### config.mk
export PLATFORM = sky130hd
export DESIGN_NAME = finger_pattern_encoder
export DESIGN_NICKNAME = d
export VERILOG_FILES = /design/src/rtl/finger_pattern_encoder.sv
export SDC_FILE = /design/constraint.sdc
export NUM_CORES = 1
export LEC_CHECK = 0
export ABC_AREA = 1
export ABC_CLOCK_PERIOD_IN_PS = 1520
export CAP_MARGIN = 5
export CORE_ASPECT_RATIO = 1.25
export CORE_MARGIN = 3
export CORE_UTILIZATION = 32
export DETAILED_ROUTE_END_ITERATION = 10
export PLACE_DENSITY_LB_ADDON = 0.15
export SYNTH_ARGS = -nofsm -noshare
export SYNTH_HDL_FRONTEND = slang
export SYNTH_SLANG_ARGS = --single-unit
### constraint.sdc
create_clock -name clk -period 1.52 [get_ports clk]
set_input_delay 0.152 -clock clk [delete_from_list [all_inputs] [get_ports clk]]
set_output_delay 0.152 -clock clk [all_outputs]
set_load 0.01 [all_outputs]
### src/rtl/finger_pattern_encoder.sv
// finger_pattern_encoder: 2-bit code to thermometer finger pattern with valid/ready handshake and done pulse.
// Define FINGER_RAMP_EN for a one-finger-per-STEP_CYCLES ramp; otherwise fingers jump straight to the target.
module finger_pattern_encoder #(
    parameter int STEP_CYCLES = 4
) (
    input  logic       clk,
    input  logic       rst_n,
    input  logic [1:0] code_in,
    input  logic       code_valid,
    output logic       code_ready,
    output logic [3:0] fingers,
    output logic [2:0] finger_count,
    output logic       busy,
    output logic       done
);
    typedef enum logic [1:0] {IDLE, MOVE, DONE} state_t;

    state_t     state, state_n;
    logic [2:0] cnt, cnt_n, tgt, tgt_n, code_tgt;
    logic [3:0] fingers_n;

    if (STEP_CYCLES < 1 || STEP_CYCLES > 255) begin : g_bad_step
        $error("STEP_CYCLES must be within 1..255");
    end

`ifdef FINGER_RAMP_EN
    localparam logic [7:0] LAST = 8'(STEP_CYCLES - 1);
    logic [7:0] timer, timer_n;
    logic       step;
    assign step = timer == LAST;
`endif

    // Code 00 is the full hand; the other codes are their own finger count.
    assign code_tgt = code_in == 2'b00 ? 3'd4 : {1'b0, code_in};

    always_comb begin
        state_n = state;
        cnt_n   = cnt;
        tgt_n   = tgt;
`ifdef FINGER_RAMP_EN
        timer_n = timer;
`endif
        case (state)
            IDLE: begin
                if (code_valid) begin
                    tgt_n   = code_tgt;
                    state_n = code_tgt == cnt ? DONE : MOVE;
`ifdef FINGER_RAMP_EN
                    timer_n = '0;
`endif
                end
            end
            MOVE: begin
`ifdef FINGER_RAMP_EN
                timer_n = step ? 8'd0 : timer + 8'd1;
                if (step) begin
                    cnt_n   = tgt > cnt ? cnt + 3'd1 : cnt - 3'd1;
                    state_n = cnt_n == tgt ? DONE : MOVE;
                end
`else
                cnt_n   = tgt;
                state_n = DONE;
`endif
            end
            default: state_n = IDLE;
        endcase
        fingers_n = cnt_n >= 3'd4 ? 4'b1111 :
                    cnt_n == 3'd3 ? 4'b1110 :
                    cnt_n == 3'd2 ? 4'b1100 :
                    cnt_n == 3'd1 ? 4'b1000 : 4'b0000;
    end

    // fingers is registered from the next count so it never glitches through a non-thermometer value.
    always_ff @(posedge clk or negedge rst_n) begin
        if (!rst_n) begin
            state   <= IDLE;
            cnt     <= '0;
            tgt     <= '0;
            fingers <= '0;
`ifdef FINGER_RAMP_EN
            timer   <= '0;
`endif
        end else begin
            state   <= state_n;
            cnt     <= cnt_n;
            tgt     <= tgt_n;
            fingers <= fingers_n;
`ifdef FINGER_RAMP_EN
            timer   <= timer_n;
`endif
        end
    end

    assign finger_count = cnt;
    assign code_ready   = state == IDLE;
    assign busy         = state != IDLE;
    assign done         = state == DONE;
endmodule

==> results of run 1 <==
## final timing paths
check	from	to	slack (ns)
worst min register to register	tgt[1]	tgt[1]	0.50
worst min-delay path	rst_n	tgt[2]	0.22
worst max register to register	state[1]	fingers[3]	0.42
max in group asynchronous	rst_n	state[0]	0.93
worst max-delay path	finger_count[2]	finger_count[2]	0.14
min in group clk	tgt[1]	tgt[1]	0.50
## metrics by stage
stage	area, sq um	util [%]	std cells	worst slack, ns
CTS	739.5	49.87	98	-0.01329
global placement	696.9	47.00	93	0.2463
floorplan	535.5	-	62	0.5454
finish	754.5	50.89	99	0.1378
detailed placement	696.9	47.00	93	0.2126
global route	754.5	50.89	99	0.07819
## flip-flops by register name, summed over array words and instances (netlist names)
signal / cells
finger_count: 3
fingers: 4
state: 2
tgt: 3
## report_power, final
part	internal (mW)	switching (mW)
combinational	0.376	0.392
clock	0.146	0.107
sequential	0.467	0.0936
## area by class of cell
| type | instances | area [sq um] |
|---|---|---|
| well taps | 17 | 21.27 |
| repair buffers | 16 | 155.1 |
| flip-flops and latches | 12 | 301.5 |
| clock buffers | 4 | 36.28 |
| fillers | 140 | 728.2 |
| multi-input cells | 39 | 198.9 |
| inverters | 11 | 41.29 |
## cell usage after synthesis
| cell | number | share of area [%] |
|---|---|---|
| nand3_1 | 4 | 3.7 |
| inv_1 | 9 | 6.3 |
| nand2_2 | 6 | 7.0 |
| nor2_1 | 4 | 2.8 |
| o21ai_4 | 1 | 3.0 |
| a21oi_1 | 1 | 0.93 |
| dfrtp_1 | 12 | 56 |
| nor2_2 | 1 | 1.2 |
| nand2_1 | 18 | 13 |
| o21ai_1 | 3 | 2.8 |
| nand2_4 | 1 | 2.1 |
| inv_2 | 2 | 1.4 |
## layout by cell type (no fill, tap or decap), drive strengths merged
cell type,netlist,routed
a21oi,1,1
buf,0,2
clkbuf,0,4
clkdlybuf4s50,0,11
dfrtp,12,12
dlygate4sd2,0,2
dlymetal6s2s,0,1
inv,11,11
nand2,25,25
nand3,4,4
nor2,5,5
o21ai,4,4
## logic make-up (layout without fill, tap and decap cells)
| group | Yosys count | after routing | synth area share, % |
|---|---|---|---|
| and+or+nand+nor | 34 | 34 | 29.44 |
| DFF | 12 | 12 | 56.08 |
| buffers and inverters | 11 | 31 | 7.710 |
| AOI/OAI and AO/OA | 5 | 5 | 6.775 |
## timing repair
action,in CTS,in global routing
setup endpoints to repair,3,1
buffers inserted,1,1
resized for setup,3,2
pin swaps,0,0
## layer usage
metal / share of wire [%] / vias up / wire [um]
li1: - / 226 / -
met1: 43 / 191 / 429
met2: 47 / 12 / 470
met3: 5.7 / 5 / 56
met4: 3.5 / 0 / 35
met5: 0 / - / 0
==> qor.yml, run 1 <==
finish:
  diodes: 0
  nNetsFinal: 88
  synthToLayoutAreaGrowth_pct: 40.89
  drive_above_1_share_pct: 21.95
synthesis:
  yosysUniqueCellTypes: 12
  syn-num-nets: 67
  avgSynthCellArea_sq_um: 8.637
  yosysWarnings: 0
  synth_area_sq_um: 535.5
  ys_seq_area_share_pct: 56.07
  synthCells: 62
  synth_seq_cells: 12
worst_setup_path:
  critPathTopFamily: "buffers and inverters"
  path_cells: "clkdlybuf4s50_1"
  cp_num_buf_inv: 1
  critPathSlowestCell: "clkdlybuf4s50_1"
  critPathMaxStageDelay_ns: 0.56
  rr_worst_depth: 7
  cp.depth: 1
  cp_data_arrival_time_ns: 1.23
  path_max_fanout: 4
  endpoint_kind: "output port"
  path_class: "reg -> out"
  cp-start-kind: "flop"
  crit_required_ns: 1.37
timing:
  tightestPinTransition_ns: 0.5219
  period_needed_ns: 1.382
  final-hold-violation-count: 0
  fin_hold_ws_ns: 0.2163
  finalClockSkew_ns: 0.003853
  final.period_utilization_pct: 90.93
  setup_viol: 0
  rsz0062_at_grt: "no"
  maxSlewHeadroom_pct: 65.10
  fmax_mhz: 723.5
  finalMaxSlewViolations: 0
  setup_tns_ns: 0
cts:
  clock_latency_ns: 0.27
  cts_max_level: 1
  clkSinkCount: 12
  clk_pin_slew_ns: 0.08
  holdBufCountCts: 0
  cts_tree: "built"
  cts_max_path_buffers: 2
  cts_buffers: 3
  cts_root_buf: "clkbuf_4"
run:
  cap_violations: 0
floorplanning:
  rows: 15
  io_pins: 15
  start_util_pct: 36.12
  die_w_um: 42.59
  dieArea_sq_um: 2203
  die_height_um: 51.74
  core_area_sq_um: 1483
global_routing:
  grt_use_met2_pct: 17.26
  grt_max_degree: 13
  use_met1_pct: 10.85
  grt_use_met3_pct: 3.806
  gr-total-overflow: 0
  grt_pass1_vias: 430
  top_usage_layer: "met2"
  grt_usage_pct: 10.50
  antenna_found_initial: 0
  grt_pass1_wl_mm: 1.656
route:
  vias: 434
  drt-initial-drc-count: 6
  routed_via_density: 4.384
  drc: 0
  firstDrtPassIters: 4
  drt_wl_total_um: 991
  postRouteAntennaNets: 0
  wl_per_cell_um: 10.01
placed_design:
  hpwl_um: 748.8
  place.gp.congestion: 0.6755
  io_buffer_count: 14
power_and_ir_drop:
  power.leakage_nw: 0.4027
  power_density_nw_per_um2: 2098
  finalPower_mw: 1.583
  worst_ir_drop_vdd_uv: 853.2
hold_path:
  hold_path_class: "in -> async"
outcome:
  status: "complete, no violations"
No activity file was read; power rests on OpenSTA's default activity.
==> run 2, diff against run 1 <==
- CAP_MARGIN: 5 -> 20
- HOLD_SLACK_MARGIN: unset -> 0.06
==> results of run 2 <==
Final layout, timing and power as in run 1 (identical DEF).
